**src/rtl/seq_addsub.sv**
```systemverilog
// seq_addsub: multi-cycle adder/subtractor that ripples a WIDTH-bit add
// through CHUNK-bit slices, LSB slice first, with a registered carry.
// ready/valid handshakes on both sides; one operation in flight at a time.
module seq_addsub #(
    parameter int WIDTH = 32,
    parameter int CHUNK = 8
) (
    input  logic             clk_i,
    input  logic             rst_i,
    input  logic             valid_i,
    output logic             ready_o,
    input  logic [WIDTH-1:0] opr0_i,
    input  logic [WIDTH-1:0] opr1_i,
    input  logic             minus_i,
    output logic             valid_o,
    input  logic             ready_i,
    output logic [WIDTH-1:0] result_o,
    output logic             zero_flag_o,
    output logic             pos_flag_o,
    output logic             neg_flag_o,
    output logic             carry_flag_o,
    output logic             overflow_flag_o
);

    localparam int NCHUNK = WIDTH / CHUNK;
    localparam int CNT_W  = (NCHUNK > 1) ? $clog2(NCHUNK) : 1;
    localparam logic [CNT_W-1:0] LAST_CHUNK = CNT_W'(NCHUNK - 1);

    typedef enum logic [1:0] {
        IDLE = 2'd0,
        BUSY = 2'd1,
        DONE = 2'd2
    } state_t;

    state_t state, state_nxt;

    // Operands viewed as an array of chunks so the active slice is a plain index.
    logic [NCHUNK-1:0][CHUNK-1:0] opa;
    logic [NCHUNK-1:0][CHUNK-1:0] opb;
    logic [NCHUNK-1:0][CHUNK-1:0] res_q;
    logic                         carry;
    logic                         zero_acc;
    logic [CNT_W-1:0]             cnt;

    logic [CHUNK:0]               csum;
    logic                         last_chunk;
    logic                         res_msb;
    logic                         ovf;

    assign ready_o    = (state == IDLE);
    assign valid_o    = (state == DONE);
    assign result_o   = res_q;
    assign last_chunk = (cnt == LAST_CHUNK);

    // One chunk of the ripple add; carry-in is the registered carry from the previous chunk.
    assign csum = {1'b0, opa[cnt]} + {1'b0, opb[cnt]} + {{CHUNK{1'b0}}, carry};

    // On the last chunk the slice MSB is the result MSB; B is already inverted for subtract.
    assign res_msb = csum[CHUNK-1];
    assign ovf     = (opa[NCHUNK-1][CHUNK-1] == opb[NCHUNK-1][CHUNK-1]) &&
                     (res_msb != opa[NCHUNK-1][CHUNK-1]);

    // State register.
    always_ff @(posedge clk_i) begin
        if (rst_i) state <= IDLE;
        else       state <= state_nxt;
    end

    // Next-state logic: accept in IDLE, one chunk per cycle in BUSY, hold in DONE.
    always_comb begin
        state_nxt = state;
        case (state)
            IDLE:    if (valid_i)    state_nxt = BUSY;
            BUSY:    if (last_chunk) state_nxt = DONE;
            DONE:    if (ready_i)    state_nxt = IDLE;
            default:                 state_nxt = IDLE;
        endcase
    end

    // Operand capture and per-chunk carry/zero tracking; no reset needed since
    // every field is initialised on acceptance before it is used.
    always_ff @(posedge clk_i) begin
        if (state == IDLE && valid_i) begin
            opa      <= opr0_i;
            opb      <= minus_i ? ~opr1_i : opr1_i;
            carry    <= minus_i;
            zero_acc <= 1'b1;
        end else if (state == BUSY) begin
            carry    <= csum[CHUNK];
            zero_acc <= zero_acc & (csum[CHUNK-1:0] == '0);
        end
    end

    // Result chunks, counter and flags; reset clears all visible outputs and aborts.
    always_ff @(posedge clk_i) begin
        if (rst_i) begin
            res_q           <= '0;
            cnt             <= '0;
            zero_flag_o     <= 1'b0;
            pos_flag_o      <= 1'b0;
            neg_flag_o      <= 1'b0;
            carry_flag_o    <= 1'b0;
            overflow_flag_o <= 1'b0;
        end else if (state == IDLE) begin
            if (valid_i) cnt <= '0;
        end else if (state == BUSY) begin
            res_q[cnt] <= csum[CHUNK-1:0];
            cnt        <= last_chunk ? '0 : cnt + CNT_W'(1);
            if (last_chunk) begin
                zero_flag_o     <= zero_acc & (csum[CHUNK-1:0] == '0);
                neg_flag_o      <= res_msb;
                pos_flag_o      <= ~res_msb;
                carry_flag_o    <= csum[CHUNK];
                overflow_flag_o <= ovf;
            end
        end
    end

endmodule

```
**config.mk**
```make
export PLATFORM = sky130hd
export DESIGN_NAME = seq_addsub
export DESIGN_NICKNAME = d
export VERILOG_FILES = /design/src/rtl/seq_addsub.sv
export SDC_FILE = /design/constraint.sdc
export NUM_CORES = 1
export LEC_CHECK = 0
export BUFFER_PORTS_ARGS = -buffer_cell sky130_fd_sc_hd__buf_2
export CORE_MARGIN = 2
export CORE_UTILIZATION = 54
export CTS_CLUSTER_SIZE = 10
export DETAILED_ROUTE_END_ITERATION = 6
export PLACE_DENSITY = 0.87
export REMOVE_ABC_BUFFERS = 1
export SLEW_MARGIN = 15
export SYNTH_ARGS = -nofsm -noshare
export SYNTH_HDL_FRONTEND = slang
export SYNTH_SLANG_ARGS = --single-unit
export TNS_END_PERCENT = 50
```
**constraint.sdc**
```tcl
create_clock -name clk_i -period 4.5 [get_ports clk_i]
set_clock_uncertainty 0.1 [all_clocks]
set_input_delay 0.9 -clock clk_i [delete_from_list [all_inputs] [get_ports clk_i]]
set_output_delay 0.9 -clock clk_i [all_outputs]
set_load 0.02 [all_outputs]
```
==> impl_metrics.toml <==
[synth]
postSynth.asyncResetShare_pct = 0
syn_inst = 362
yosys_most_used_dff = "edfxtp_1"
ys_seq_area_share_pct = 60.3
avgSynthCellArea_um2 = 12.8
ys_ff_latch = 107
synth_cell_type_count = 46
synth_edf_count = 65
yosys_warnings = 0
syn-cell-area_um2 = 4630

[timing]
drv_slew = 0
relSlewSlack_pct = 40.7
fin_crit_sh_pct = 82.8
final-setup-viol-count = 0
max_freq_mhz = 268
hold_viol_final = 0
rsz0062_at_grt = "false"
final.min_clock_period_ns = 3.73
tightest_slew_ns = 0.888
finalSetupTns_ns = 0

[power]
p_sw_share_pct = 28.3
p_int_mw = 1.46
p_leak_nw = 2.12
sequentialPowerShare_pct = 55.6
p_switching_mw = 0.577
power_density_nw_per_um2 = 377
vdd_ir_drop_max_uv = 202
total_power_mw = 2.04
clockPowerShare_pct = 25.4
p_comb_share_pct = 19.0

[setup_path]
critPathLaunchType = "register"
cp_max_fo = 14
cp.required_ns = 4.68
worstSetupEndpointType = "register"
worstSetupPathType = "register to register"
arrival_ns = 3.90

[clock_tree]
h-tree-depth = 3
cts_inserted_buffers = 9
clockBufferDepth = 2
cts.sinks = 107
cts_hold_buffers = 0
cts_resized = 0
cts_tree = "built"
clock_latency_ns = 0.36
cts.root.buffer_cell = "clkbuf_8"
path_clk_slew_ns = 0.10
postCtsSetupBuffers = 0

[layout]
fin_cells = 574
drive_gt1_share_pct = 31.1
area_growth_pct = 16.9
antennaDiodeCount = 0
num-fill-cells = 622
fin_nets = 546

[route]
drtIter0Drc = 153
vias_per_cell = 5.42
routed_wl_um = 9080
routed-via-count = 3109
firstDrtPassIters = 5
detail_route.wl_per_cell_um = 15.8
drc_errors = 0
ant_nets = 0

[floorplanning]
initial_core_util_pct = 56.1
die_area_um2 = 9330
num_rows = 33
die_h_um = 96.6
ioPinCount = 108
die-width_um = 96.6
core_um2 = 8260

[placement]
placement.io_buffers = 107
dp.cells = 558
hpwl_um = 6630
gp_congestion = 0.832

[global_routing]
track_usage_pct = 19.7
grt_first_pass_wirelength_um = 14700
grt_antenna_before_repair = 0
grt_pass1_vias = 3043
overflow = 0
grt_max_degree = 49

[outcome]
outcome = "complete, no violations"

[hold_path]
min_path_type = "register to register"

[job]
max-cap-violations = 0
[logic make-up (layout without fill, tap and decap cells)]
group | after synthesis | count (layout) | share of synthesized area, %
flip-flops | 107 | 107 | 60.3
buffers and inverters | 31 | 138 | 2.62
adder cells (fa/ha/maj) | 13 | 13 | 3.84
multiplexers | 17 | 17 | 8.00
AO/OA/AOI/OAI | 63 | 63 | 9.45
XOR/XNOR | 35 | 35 | 6.62
AND/OR/NAND/NOR | 96 | 96 | 9.18
[per-stage QoR]
step                      hold WS [ns]  instance area (um^2)  utilization [%]  setup slack [ns]
after floorplan                  0.343                  4560                -             0.906
after global placement           0.340                  5250             63.5             0.835
after detailed placement         0.346                  5250             63.5             0.692
after CTS                        0.359                  5410             65.6             0.690
after global routing             0.376                  5410             65.6             0.462
final                            0.357                  5410             65.6             0.774
[cells in the mapped netlist, drive strengths merged, types with 2 or more instances]
master   count  area (um^2)
a22oi        2         15.0
and2         5         31.3
xor2        33          289
clkbuf      11         41.3
or3          3         18.8
xnor2        2         17.5
nand2       51          191
mux4        16          360
nand2b       3         18.8
inv         12         45.0
ha          11          138
o21ai        3         15.0
a2111oi      2         36.3
nand3        5         25.0
nor2        20         75.1
fa           2         40.0
buf          8         35.0
a21oi       31          155
dfxtp       42          841
a211oi      11         95.1
edfxtp      65         1950
a211o        3         26.3
[layout make-up]
| cell class | instances | area, um^2 | share of cell area, % |
|---|---|---|---|
| inverter | 12 | 45.0 | 0.832 |
| clock inverter | 6 | 40.0 | 0.740 |
| clock buffer | 10 | 128 | 2.36 |
| tap | 105 | 131 | 2.43 |
| multi-input combinational | 224 | 1720 | 31.8 |
| sequential | 107 | 2790 | 51.6 |
| timing repair buffer | 110 | 558 | 10.3 |
[worst paths after layout]
kind                  to         from  slack [ns]  depth (start not counted)
max reg2reg  zero_flag_o       cnt[0]        0.77                          8
min          result_o[3]  result_o[3]        0.36                          2
max          zero_flag_o       cnt[0]        0.77                          8
min reg2reg  result_o[3]  result_o[3]        0.36                          2
[sequential cells by signal (all words and copies together), names as in the netlist]
signal,cells
cnt,2
result_o,32
zero_flag_o,1
pos_flag_o,1
state,2
zero_acc,1
neg_flag_o,1
carry_flag_o,1
carry,1
opa,32
overflow_flag_o,1
opb,32
[per-layer routing]
| layer | up-vias | track usage (%) | wire length [um] |
|---|---|---|---|
| li1 | 1506 | - | - |
| met3 | 12 | 3.90 | 625 |
| met2 | 137 | 30.9 | 4270 |
| met1 | 1454 | 27.2 | 4080 |
| met4 | 0 | 7.69 | 101 |
| met5 | - | 0 | 0 |
[critical path, stage by stage (launching register included)]
cell and delay (ns):
dfxtp_1 0.88, buf_4 0.28, mux4_2 0.50, ha_1 0.36
o21a_1 0.26, a211o_1 0.35, a211oi_4 0.45, nand2b_1 0.16
o31ai_1 0.28
[cell usage in the layout, fill, tap and decap left out, types with 2 or more instances in the layout]
cell,count
nand3_1,5
a21oi_1,31
mux4_2,16
xnor2_1,2
nand2b_1,3
nand2_1,51
and2_1,4
fa_1,2
clkbuf_8,9
o21ai_0,3
buf_2,107
a211o_1,3
buf_4,3
dfxtp_1,42
a211oi_1,10
inv_6,2
nor2_1,20
ha_1,11
edfxtp_1,65
clkinv_2,2
or3_1,3
inv_1,12
xor2_1,33
a22oi_1,2
[power groups by stage]
| stage | clock network, mW | logic [mW] | registers, mW |
|---|---|---|---|
| 2_1_floorplan | 0 | 0.234 | 1.17 |
| 3_3_place_gp | 0 | 0.372 | 1.15 |
| 3_5_place_dp | 0 | 0.384 | 1.16 |
| 4_1_cts | 0.528 | 0.385 | 1.14 |
| 5_1_grt | 0.563 | 0.421 | 1.14 |
| 6_report | 0.518 | 0.387 | 1.13 |
Power figures use the tool's default switching activity.
